## src/rtl/multicycle_control_pkg.sv

```systemverilog
// Purpose: shared constants for the multi-cycle MIPS sequencer (opcodes, state codes, mux selects).
// Latency: n/a (constants only).
// Backpressure: n/a.
package mips_ctrl_pkg;

   // Instruction opcodes, instr[31:26]
   localparam logic [5:0] OP_RTYPE = 6'b000000;
   localparam logic [5:0] OP_LW    = 6'b100011;
   localparam logic [5:0] OP_SW    = 6'b101011;
   localparam logic [5:0] OP_BEQ   = 6'b000100;
   localparam logic [5:0] OP_J     = 6'b000010;
   localparam logic [5:0] OP_ADDI  = 6'b001000;

   // Sequencer state encodings; codes 13 and 14 are unused
   localparam logic [3:0] S_IDLE      = 4'd0;
   localparam logic [3:0] S_FETCH     = 4'd1;
   localparam logic [3:0] S_DECODE    = 4'd2;
   localparam logic [3:0] S_MEM_ADDR  = 4'd3;
   localparam logic [3:0] S_MEM_READ  = 4'd4;
   localparam logic [3:0] S_MEM_WB    = 4'd5;
   localparam logic [3:0] S_MEM_WRITE = 4'd6;
   localparam logic [3:0] S_EXECUTE   = 4'd7;
   localparam logic [3:0] S_ALU_WB    = 4'd8;
   localparam logic [3:0] S_BRANCH    = 4'd9;
   localparam logic [3:0] S_JUMP      = 4'd10;
   localparam logic [3:0] S_ADDI_EXEC = 4'd11;
   localparam logic [3:0] S_ADDI_WB   = 4'd12;
   localparam logic [3:0] S_HALT      = 4'd15;

   // ALU B-operand select
   localparam logic [1:0] ALUB_RT     = 2'b00;
   localparam logic [1:0] ALUB_FOUR   = 2'b01;
   localparam logic [1:0] ALUB_IMM    = 2'b10;
   localparam logic [1:0] ALUB_IMM_SH = 2'b11;

   // ALU operation select
   localparam logic [1:0] ALUOP_ADD   = 2'b00;
   localparam logic [1:0] ALUOP_SUB   = 2'b01;
   localparam logic [1:0] ALUOP_FUNCT = 2'b10;

   // Next-PC source select
   localparam logic [1:0] PCS_ALU     = 2'b00;
   localparam logic [1:0] PCS_ALUOUT  = 2'b01;
   localparam logic [1:0] PCS_JUMP    = 2'b10;

endpackage

```

## src/rtl/multicycle_control_if.sv

```systemverilog
// Purpose: groups the sequencer's datapath-facing inputs and control outputs.
// Latency: n/a (wiring only).
// Backpressure: memory stalls arrive on mem_ready; there is no other flow control.
interface multicycle_control_if #(
   parameter int COUNT_W = 32
);
   logic               run;
   logic [5:0]         opcode;
   logic               mem_ready;
   logic               pc_write;
   logic               pc_write_cond;
   logic               i_or_d;
   logic               mem_read;
   logic               mem_write;
   logic               ir_write;
   logic               reg_dst;
   logic               mem_to_reg;
   logic               reg_write;
   logic               alu_src_a;
   logic [1:0]         alu_src_b;
   logic [1:0]         alu_op;
   logic [1:0]         pc_source;
   logic [3:0]         state;
   logic               halted;
   logic               instr_done;
   logic [COUNT_W-1:0] instr_count;

   // Controller side
   modport master (
      input  run, opcode, mem_ready,
      output pc_write, pc_write_cond, i_or_d, mem_read, mem_write, ir_write,
             reg_dst, mem_to_reg, reg_write, alu_src_a, alu_src_b, alu_op,
             pc_source, state, halted, instr_done, instr_count
   );

   // Datapath / environment side
   modport slave (
      output run, opcode, mem_ready,
      input  pc_write, pc_write_cond, i_or_d, mem_read, mem_write, ir_write,
             reg_dst, mem_to_reg, reg_write, alu_src_a, alu_src_b, alu_op,
             pc_source, state, halted, instr_done, instr_count
   );
endinterface

```

## src/rtl/multicycle_control.sv

```systemverilog
// Purpose: Moore sequencer for the multi-cycle MIPS datapath plus retired-instruction counter.
// Latency: LW 5, SW/R/ADDI 4, BEQ/J 3 cycles; each mem_ready=0 cycle in a memory state adds one.
// Backpressure: FETCH, MEM_READ and MEM_WRITE hold until mem_ready; run only acts at instruction boundaries.
module multicycle_control
   import mips_ctrl_pkg::*;
#(
   parameter int COUNT_W = 32
) (
   input  logic                 clk,
   input  logic                 rst_n,
   multicycle_control_if.master bus
);

   logic [3:0]         r_state;
   logic [3:0]         w_next;
   logic               w_done;
   logic [COUNT_W-1:0] r_count;

   // Instruction completes in its final state; a store completes only once memory accepts it
   always_comb begin
      w_done = 1'b0;
      case (r_state)
         S_MEM_WB, S_ALU_WB, S_BRANCH, S_JUMP, S_ADDI_WB: w_done = 1'b1;
         S_MEM_WRITE:                                    w_done = bus.mem_ready;
         default:                                        w_done = 1'b0;
      endcase
   end

   // Next-state selection
   always_comb begin
      w_next = r_state;
      if (w_done) begin
         w_next = bus.run ? S_FETCH : S_IDLE;
      end else begin
         case (r_state)
            S_IDLE:      if (bus.run) w_next = S_FETCH;
            S_FETCH:     if (bus.mem_ready) w_next = S_DECODE;
            S_DECODE: begin
               case (bus.opcode)
                  OP_LW, OP_SW: w_next = S_MEM_ADDR;
                  OP_RTYPE:     w_next = S_EXECUTE;
                  OP_BEQ:       w_next = S_BRANCH;
                  OP_J:         w_next = S_JUMP;
                  OP_ADDI:      w_next = S_ADDI_EXEC;
                  default:      w_next = S_HALT;
               endcase
            end
            // Opcode is held by the IR, so it still tells load from store here
            S_MEM_ADDR:  w_next = (bus.opcode == OP_LW) ? S_MEM_READ : S_MEM_WRITE;
            S_MEM_READ:  if (bus.mem_ready) w_next = S_MEM_WB;
            S_MEM_WRITE: w_next = S_MEM_WRITE;
            S_EXECUTE:   w_next = S_ALU_WB;
            S_ADDI_EXEC: w_next = S_ADDI_WB;
            S_HALT:      w_next = S_HALT;
            // Unused encodings recover to IDLE rather than wedging
            default:     w_next = S_IDLE;
         endcase
      end
   end

   // State register; reset wins even in the middle of a memory wait
   always_ff @(posedge clk) begin
      if (!rst_n) r_state <= S_IDLE;
      else        r_state <= w_next;
   end

   // Retired-instruction counter, wraps silently
   always_ff @(posedge clk) begin
      if (!rst_n)      r_count <= '0;
      else if (w_done) r_count <= r_count + 1'b1;
   end

   // Datapath control decode; only FETCH's PC/IR loads look at mem_ready
   always_comb begin
      bus.pc_write      = 1'b0;
      bus.pc_write_cond = 1'b0;
      bus.i_or_d        = 1'b0;
      bus.mem_read      = 1'b0;
      bus.mem_write     = 1'b0;
      bus.ir_write      = 1'b0;
      bus.reg_dst       = 1'b0;
      bus.mem_to_reg    = 1'b0;
      bus.reg_write     = 1'b0;
      bus.alu_src_a     = 1'b0;
      bus.alu_src_b     = ALUB_RT;
      bus.alu_op        = ALUOP_ADD;
      bus.pc_source     = PCS_ALU;
      bus.halted        = 1'b0;
      case (r_state)
         S_FETCH: begin
            bus.mem_read  = 1'b1;
            bus.alu_src_b = ALUB_FOUR;
            bus.ir_write  = bus.mem_ready;
            bus.pc_write  = bus.mem_ready;
         end
         S_DECODE: bus.alu_src_b = ALUB_IMM_SH;
         S_MEM_ADDR, S_ADDI_EXEC: begin
            bus.alu_src_a = 1'b1;
            bus.alu_src_b = ALUB_IMM;
         end
         S_MEM_READ: begin
            bus.mem_read = 1'b1;
            bus.i_or_d   = 1'b1;
         end
         S_MEM_WB: begin
            bus.reg_write  = 1'b1;
            bus.mem_to_reg = 1'b1;
         end
         S_MEM_WRITE: begin
            bus.mem_write = 1'b1;
            bus.i_or_d    = 1'b1;
         end
         S_EXECUTE: begin
            bus.alu_src_a = 1'b1;
            bus.alu_op    = ALUOP_FUNCT;
         end
         S_ALU_WB: begin
            bus.reg_write = 1'b1;
            bus.reg_dst   = 1'b1;
         end
         S_BRANCH: begin
            bus.alu_src_a     = 1'b1;
            bus.alu_op        = ALUOP_SUB;
            bus.pc_write_cond = 1'b1;
            bus.pc_source     = PCS_ALUOUT;
         end
         S_JUMP: begin
            bus.pc_write  = 1'b1;
            bus.pc_source = PCS_JUMP;
         end
         S_ADDI_WB: bus.reg_write = 1'b1;
         S_HALT:    bus.halted    = 1'b1;
         default: ;
      endcase
   end

   assign bus.state       = r_state;
   assign bus.instr_done  = w_done;
   assign bus.instr_count = r_count;

endmodule
```

## src/flat_wrapper.sv

```systemverilog
// flat-port wrapper written by rule: the top's interface ports become plain ports
module multicycle_control_flat import mips_ctrl_pkg::*;
#(
   parameter int COUNT_W = 32
)
  (clk, rst_n, bus_run, bus_opcode, bus_mem_ready, bus_pc_write, bus_pc_write_cond, bus_i_or_d, bus_mem_read, bus_mem_write, bus_ir_write, bus_reg_dst, bus_mem_to_reg, bus_reg_write, bus_alu_src_a, bus_alu_src_b, bus_alu_op, bus_pc_source, bus_state, bus_halted, bus_instr_done, bus_instr_count);
  multicycle_control_if #(.COUNT_W(COUNT_W)) bus_i ();
  input  logic clk;
  input  logic rst_n;
  input wire logic [$bits(bus_i.run)-1:0] bus_run;
  input wire logic [$bits(bus_i.opcode)-1:0] bus_opcode;
  input wire logic [$bits(bus_i.mem_ready)-1:0] bus_mem_ready;
  output wire logic [$bits(bus_i.pc_write)-1:0] bus_pc_write;
  output wire logic [$bits(bus_i.pc_write_cond)-1:0] bus_pc_write_cond;
  output wire logic [$bits(bus_i.i_or_d)-1:0] bus_i_or_d;
  output wire logic [$bits(bus_i.mem_read)-1:0] bus_mem_read;
  output wire logic [$bits(bus_i.mem_write)-1:0] bus_mem_write;
  output wire logic [$bits(bus_i.ir_write)-1:0] bus_ir_write;
  output wire logic [$bits(bus_i.reg_dst)-1:0] bus_reg_dst;
  output wire logic [$bits(bus_i.mem_to_reg)-1:0] bus_mem_to_reg;
  output wire logic [$bits(bus_i.reg_write)-1:0] bus_reg_write;
  output wire logic [$bits(bus_i.alu_src_a)-1:0] bus_alu_src_a;
  output wire logic [$bits(bus_i.alu_src_b)-1:0] bus_alu_src_b;
  output wire logic [$bits(bus_i.alu_op)-1:0] bus_alu_op;
  output wire logic [$bits(bus_i.pc_source)-1:0] bus_pc_source;
  output wire logic [$bits(bus_i.state)-1:0] bus_state;
  output wire logic [$bits(bus_i.halted)-1:0] bus_halted;
  output wire logic [$bits(bus_i.instr_done)-1:0] bus_instr_done;
  output wire logic [$bits(bus_i.instr_count)-1:0] bus_instr_count;
  assign bus_i.run = bus_run;
  assign bus_i.opcode = bus_opcode;
  assign bus_i.mem_ready = bus_mem_ready;
  assign bus_pc_write = bus_i.pc_write;
  assign bus_pc_write_cond = bus_i.pc_write_cond;
  assign bus_i_or_d = bus_i.i_or_d;
  assign bus_mem_read = bus_i.mem_read;
  assign bus_mem_write = bus_i.mem_write;
  assign bus_ir_write = bus_i.ir_write;
  assign bus_reg_dst = bus_i.reg_dst;
  assign bus_mem_to_reg = bus_i.mem_to_reg;
  assign bus_reg_write = bus_i.reg_write;
  assign bus_alu_src_a = bus_i.alu_src_a;
  assign bus_alu_src_b = bus_i.alu_src_b;
  assign bus_alu_op = bus_i.alu_op;
  assign bus_pc_source = bus_i.pc_source;
  assign bus_state = bus_i.state;
  assign bus_halted = bus_i.halted;
  assign bus_instr_done = bus_i.instr_done;
  assign bus_instr_count = bus_i.instr_count;
  multicycle_control #(.COUNT_W(COUNT_W)) u_core (.clk(clk), .rst_n(rst_n), .bus(bus_i));
endmodule
```

## config.mk

```make
export PLATFORM = sky130hd
export DESIGN_NAME = multicycle_control_flat
export DESIGN_NICKNAME = d
export VERILOG_FILES = /design/src/rtl/multicycle_control_pkg.sv /design/src/rtl/multicycle_control_if.sv /design/src/rtl/multicycle_control.sv /design/src/flat_wrapper.sv
export SDC_FILE = /design/constraint.sdc
export NUM_CORES = 1
export LEC_CHECK = 0
export CORE_MARGIN = 4
export CORE_UTILIZATION = 42
export CTS_CLUSTER_SIZE = 10
export DETAILED_ROUTE_END_ITERATION = 7
export PLACE_DENSITY = 0.84
export REMOVE_ABC_BUFFERS = 1
export SYNTH_ARGS = -nofsm -noshare
export SYNTH_HDL_FRONTEND = slang
export SYNTH_SLANG_ARGS = --single-unit
export TNS_END_PERCENT = 20
```

## constraint.sdc

```tcl
create_clock -name clk -period 2 [get_ports clk]
set_input_delay 0.2 -clock clk [delete_from_list [all_inputs] [get_ports clk]]
set_output_delay 0.2 -clock clk [all_outputs]
set_load 0.02 [all_outputs]
```

==> results of run 1 <==
## worst paths after layout
path / from / endpoint / slack (ns)
max: u_core.bus.state[2] / bus_pc_write / 0.08
min: u_core.bus.instr_count[31] / u_core.bus.instr_count[31] / 0.50
max reg2reg: u_core.bus.instr_count[14] / u_core.bus.instr_count[28] / 0.08
min reg2reg: u_core.bus.instr_count[31] / u_core.bus.instr_count[31] / 0.50
## cells by family after synthesis
group | synth area share (%)
AO/OA/AOI/OAI | 16.9
XOR/XNOR | 6.67
adder cells (fa/ha/maj) | 1.13
buffers and inverters | 4.95
flip-flops | 34.3
multiplexers | 0.954
AND/OR/NAND/NOR | 35.0
## registers in the layout, indices dropped and copies added (netlist names)
| register | count |
|---|---|
| u_core.bus.state | 4 |
| u_core.bus.instr_count | 32 |
## critical path, cell delays in order, from the launching register on
cell	delay (ns)
dfxtp_2	0.38
buf_4	0.18
nor2_1	0.08
and3_1	0.21
or2_2	0.26
dlygate4sd2_1	0.32
## metal layers
layer / routed length [um] / vias up / GRT usage (%)
li1: - / 1143 / -
met1: 2580 / 1088 / 23.7
met2: 3010 / 67 / 34.7
met3: 301 / 7 / 4.08
met4: 56 / 0 / 5.94
met5: 0 / - / 0
## cell usage after synthesis (2+ instances only)
cell and n:
and4_1 2, mux2i_1 2, and3_1 5, a21oi_1 24
nor2b_1 4, nor4b_1 2, nand4_1 11, clkbuf_1 8
or3_1 5, nand3_1 11, buf_4 4, a31oi_1 3
and2_1 4, xnor2_1 6, o21a_1 2, dfxtp_1 36
or2_2 2, or3_2 4, nor2_1 30, o211ai_1 3
inv_1 5, or4_1 9, nand2_1 21, nand2b_1 7
o21ai_0 10, nor3_1 6, xor2_1 10, o31ai_1 6
nor4_1 4
## timing repair
item / in CTS / in global routing
hold buffers: 0 / 0
endpoints found under the setup margin: 16 / 8
resized for setup: 16 / 8
gates cloned: 0 / 0
## area by class of cell
class	count	area, um^2	area share [%]
timing repair buffer	96	861	27.9
inverter	5	18.8	0.609
multi-input combinational	210	1290	41.8
sequential	36	724	23.5
clock inverter	2	35.0	1.14
tap	67	83.8	2.72
clock buffer	6	72.6	2.35
## report_power, final
group / switching (W) / total (W) / leakage, nW / internal, W
sequential: 0.0000279 / 0.000767 / 0.292 / 0.000739
combinational: 0.000382 / 0.000673 / 0.855 / 0.000291
clock: 0.000271 / 0.000641 / 0.0552 / 0.000370
## stage by stage
step	setup WS (ns)	utilization, %	power, W
after CTS	0.0185	64.0	0.00208
after global routing	0.00856	64.4	0.00217
final	0.0809	64.4	0.00208
after floorplan	-0.492	-	0.00117
after detailed placement	-0.0695	62.2	0.00147
after global placement	-0.00313	62.2	0.00147
==> results.cfg, run 1 <==
[status]
outcome = completed

[global_routing]
antenna_found_initial = 0
overflow = 0
grt_pass1_vias = 2220
grt_pass1_wl_um = 9940
grt_max_degree = 23
gr-usage-all-layers_pct = 19.6

[layout]
antenna_cells = 0
areaGrowthSynthToFinish_pct = 46.8
final_area_um2 = 3080
final_common_cell = clkdlybuf4s50_1
layout-drive-gt1-share_pct = 16.3
final.fill_count = 414
layout_common_cells = 46 x clkdlybuf4s50_1, 33 x buf_4, 33 x dfxtp_1
layout.cells.non_filler = 422
nNetsFinal = 365

[synthesis]
postSynthCellCount = 266
synth_edf_count = 0
synth_cell_type_count = 49
yosysWarnings = 0
yosys-top-cells-area = dfxtp_1 34%, a21oi_1 5.7%, nor2_1 5.4%
postSynth.asyncResetShare_pct = 0
ys_dominant_reg_cell = dfxtp_1
syn_area_per_cell_um2 = 7.89
syn_area_um2 = 2100
yosysSeqAreaShare_pct = 34.3
synth_top_cell_by_area = dfxtp_1
synth-seq-cells = 36
synth.top_cell.area_share_pct = 34.3

[routing]
first_iter_violations = 115
route.detailed.drc = 0
dr_total_vias = 2305
detail-route-antenna-nets = 0
wl_per_cell_um = 14.1
drt_pass1_iterations = 4
viasPerCell = 5.46
drt-total-wl_um = 5950

[sta]
final_hold_viol_count = 0
finalSetupViolCount = 0
rsz0062_at_grt = false
whs_ns = 0.503
max_freq_ghz = 0.521
worst_slew_pin_slew_ns = 0.383
slew_headroom_pct = 74.1
fin_crit_sh_pct = 96.0
slew_viol_final = 0
finalSetupTns_ns = 0
fin_skew_ns = 0.00946
post-route-min-period_ns = 1.92

[clock_network]
cts_buffers = 5
clockBufferDepth = 2
cts_htree_levels = 2
cts_tree = yes
path_clk_slew_ns = 0.08
numClockSinks = 36
root_buffer = clkbuf_8
clock_latency_ns = 0.29
postCtsSetupBuffers = 0

[place]
io_buffers = 63
dp_hpwl_um = 4500
place_inst = 414
globalplace.congestion = 0.891
placed_cell_area_um2 = 2980

[power_and_ir_drop]
worst_ir_drop_vdd_mv = 0.606
power.density_nw_per_um2 = 675
p_leak_nw = 1.20

[die]
initial_core_util_pct = 43.9
die_h_um = 78.7
io_pins = 64
fp.dieW_um = 78.7
rows = 25
core_area_um2 = 4790
die_area_um2 = 6190

[worst_setup_path]
cp.arrival_ns = 1.72
path_class = reg2out
crit_required_ns = 1.80
path_max_fanout = 9
reg2reg_depth = 5
worst_setup_path_start_kind = register
crit_path_end_kind = output port

[job]
maxCapViolations = 0

[hold_path]
hp-class = reg2reg
min_path_cells = 2
Power figures use the tool's default switching activity.
==> run 2: changes to the inputs <==
--- a/config.mk
+++ b/config.mk
@@ -11,6 +11,7 @@
 export DETAILED_ROUTE_END_ITERATION = 7
 export PLACE_DENSITY = 0.84
 export REMOVE_ABC_BUFFERS = 1
+export SLEW_MARGIN = 20
 export SYNTH_ARGS = -nofsm -noshare
 export SYNTH_HDL_FRONTEND = slang
 export SYNTH_SLANG_ARGS = --single-unit
==> results of run 2 <==
The final DEF is identical to that of run 1; final timing and power are the same.
==> run 3: changes to the inputs <==
--- a/config.mk
+++ b/config.mk
@@ -5,11 +5,12 @@
 export SDC_FILE = /design/constraint.sdc
 export NUM_CORES = 1
 export LEC_CHECK = 0
+export ABC_AREA = 1
 export CORE_MARGIN = 4
-export CORE_UTILIZATION = 42
+export CORE_UTILIZATION = 48
 export CTS_CLUSTER_SIZE = 10
 export DETAILED_ROUTE_END_ITERATION = 7
-export PLACE_DENSITY = 0.84
+export PLACE_DENSITY = 0.87
 export REMOVE_ABC_BUFFERS = 1
 export SLEW_MARGIN = 20
 export SYNTH_ARGS = -nofsm -noshare
==> constraint.sdc (replaced) <==
create_clock -name clk -period 2.35 [get_ports clk]
set_input_delay 0.235 -clock clk [delete_from_list [all_inputs] [get_ports clk]]
set_output_delay 0.235 -clock clk [all_outputs]
set_load 0.02 [all_outputs]
==> results.cfg, run 3 <==
[status]
outcome = completed

[clock_network]
clock_latency_ns = 0.29
root_buffer = clkbuf_8
path_clk_slew_ns = 0.07
cts_tree = yes
cts_buffers = 5
holdBufCountCts = 0
postCtsSetupBuffers = 0
clockBufferDepth = 2
cts.repair.resized = 0
numClockSinks = 36
cts_htree_levels = 2

[die]
core_area_um2 = 4880
fp.dieW_um = 80.0
initial_core_util_pct = 51.1
rows = 25
io_pins = 64
die_area_um2 = 6410
die_h_um = 80.0

[layout]
layout_common_cells = 166 x nand2_1, 78 x nor2_1, 63 x clkdlybuf4s50_1
final_common_cell = nand2_1
multiInputGateArea_um2 = 1530
final_area_um2 = 3250
nNetsFinal = 515
regArea_um2 = 721
antenna_cells = 0
final.fill_count = 470
largest_reg_flops = 32
areaGrowthSynthToFinish_pct = 30.5
layout-drive-gt1-share_pct = 6.15

[synthesis]
ys_dominant_reg_cell = dfxtp_1
synth.top_cell.area_share_pct = 28.9
yosysWarnings = 0
synth_cell_type_count = 27
syn_area_per_cell_um2 = 5.66
postSynthCellCount = 440
yosysSeqAreaShare_pct = 28.9
synth_edf_count = 0
postSynth.asyncResetShare_pct = 0
syn_area_um2 = 2490
synth.most_common_cell = nand2_1
synth-seq-cells = 36
synth_top_cell_by_area = dfxtp_1
synth_commonest_cells = 166 x nand2_1, 78 x nor2_1, 37 x inv_1
yosys-top-cells-area = dfxtp_1 29%, nand2_1 25%, nor2_1 12%

[power_and_ir_drop]
comb_power_share_pct = 41.6
p_leak_nw = 1.15
switching_share_pct = 39.9
fin_total_pwr_w = 0.00189
internal_power_w = 0.00114
power.density_nw_per_um2 = 583
p_seq_share_pct = 36.0
worst_ir_drop_vdd_mv = 0.473
clkPwrFrac_pct = 22.4
p_switching_w = 0.000756

[sta]
fin_skew_ns = 0.00659
rsz0062_at_grt = false
whs_ns = 0.502
slew_headroom_pct = 73.3
post-route-min-period_ns = 2.19
fin_crit_sh_pct = 93.3
slew_viol_final = 0
finalSetupViolCount = 0
worst_slew_pin_slew_ns = 0.398
max_freq_ghz = 0.456
final_hold_viol_count = 0

[routing]
drt_pass1_iterations = 4
dr_total_vias = 2935
drt-total-wl_um = 7350
route.detailed.drc = 0
first_iter_violations = 183
detail-route-antenna-nets = 0
viasPerCell = 5.14
wl_per_cell_um = 12.9

[worst_setup_path]
r2r_setup_slack_ns = 0.54
path_max_fanout = 6
worst_setup_path_start_kind = register
path_class = reg2out
crit_required_ns = 2.12
crit_path_end_kind = output port
cp.arrival_ns = 1.96

[place]
dp_hpwl_um = 5670
io_buffers = 63
placed_cell_area_um2 = 3170
globalplace.congestion = 0.957

[global_routing]
gr-usage-all-layers_pct = 24.8
overflow = 0
grt_pass1_vias = 2853
grt_pass1_wl_um = 12800
antenna_found_initial = 0
grt_max_degree = 27

[hold_path]
hp-class = reg2reg

[job]
maxCapViolations = 0
[run 3: path summary, 6_finish.rpt]
path | from | to | cells after the start
worst max-delay path | u_core.bus.state[0] | bus_instr_done | 5
worst max register to register | u_core.bus.state[0] | u_core.bus.instr_count[2] | 8
worst min register to register | u_core.bus.instr_count[31] | u_core.bus.instr_count[31] | 2
worst min-delay path | u_core.bus.instr_count[31] | u_core.bus.instr_count[31] | 2
[run 3: kinds of logic after synthesis]
kind of cell / after synthesis / share of synthesized area (%)
flip-flops: 36 / 28.9
adder cells (fa/ha/maj): 1 / 0.502
AO/OA/AOI/OAI: 44 / 9.04
XOR/XNOR: 10 / 3.52
AND/OR/NAND/NOR: 293 / 48.2
buffers and inverters: 56 / 9.79
[run 3: per-stage QoR]
step / TNS [ns] / worst slack (ns) / utilization (%) / std cells
3_5_place_dp: 0 / 0.505 / 65.1 / 564
3_3_place_gp: 0 / 0.563 / 65.1 / 564
6_report: 0 / 0.157 / 66.6 / 571
2_1_floorplan: -1.23 / -0.0994 / - / 428
4_1_cts: 0 / 0.180 / 66.6 / 571
5_1_grt: 0 / 0.0680 / 66.6 / 571
[run 3: power groups by stage]
stage | Sequential, W | Combinational, W | Clock, W
finish | 0.000682 | 0.000787 | 0.000425
global route | 0.000687 | 0.000858 | 0.000457
floorplan | 0.000735 | 0.000415 | 0
detailed placement | 0.000696 | 0.000783 | 0
global placement | 0.000690 | 0.000771 | 0
CTS | 0.000682 | 0.000784 | 0.000429
[run 3: area by class of cell]
type | instances | share of cell area, %
multi-input combinational | 348 | 46.9
sequential | 36 | 22.2
timing repair buffer | 69 | 20.8
inverter | 44 | 5.16
tap | 67 | 2.58
clock buffer | 6 | 2.23
clock inverter | 1 | 0.154
[run 3: worst max-delay path, stage by stage, from the launching register on]
cell and delay, ns:
dfxtp_1 0.45, nand2_2 0.13, nor2_1 0.27, nor2_2 0.10, nand3_4 0.10, clkdlybuf4s50_1 0.62
[run 3: per-layer routing]
metal  wire [um]  global-route usage [%]  up-vias
met1        3280                    31.7     1328
met5           0                       0        -
met3         526                    3.27       11
li1            -                       -     1503
met4          93                    6.93        0
met2        3450                    43.3       93
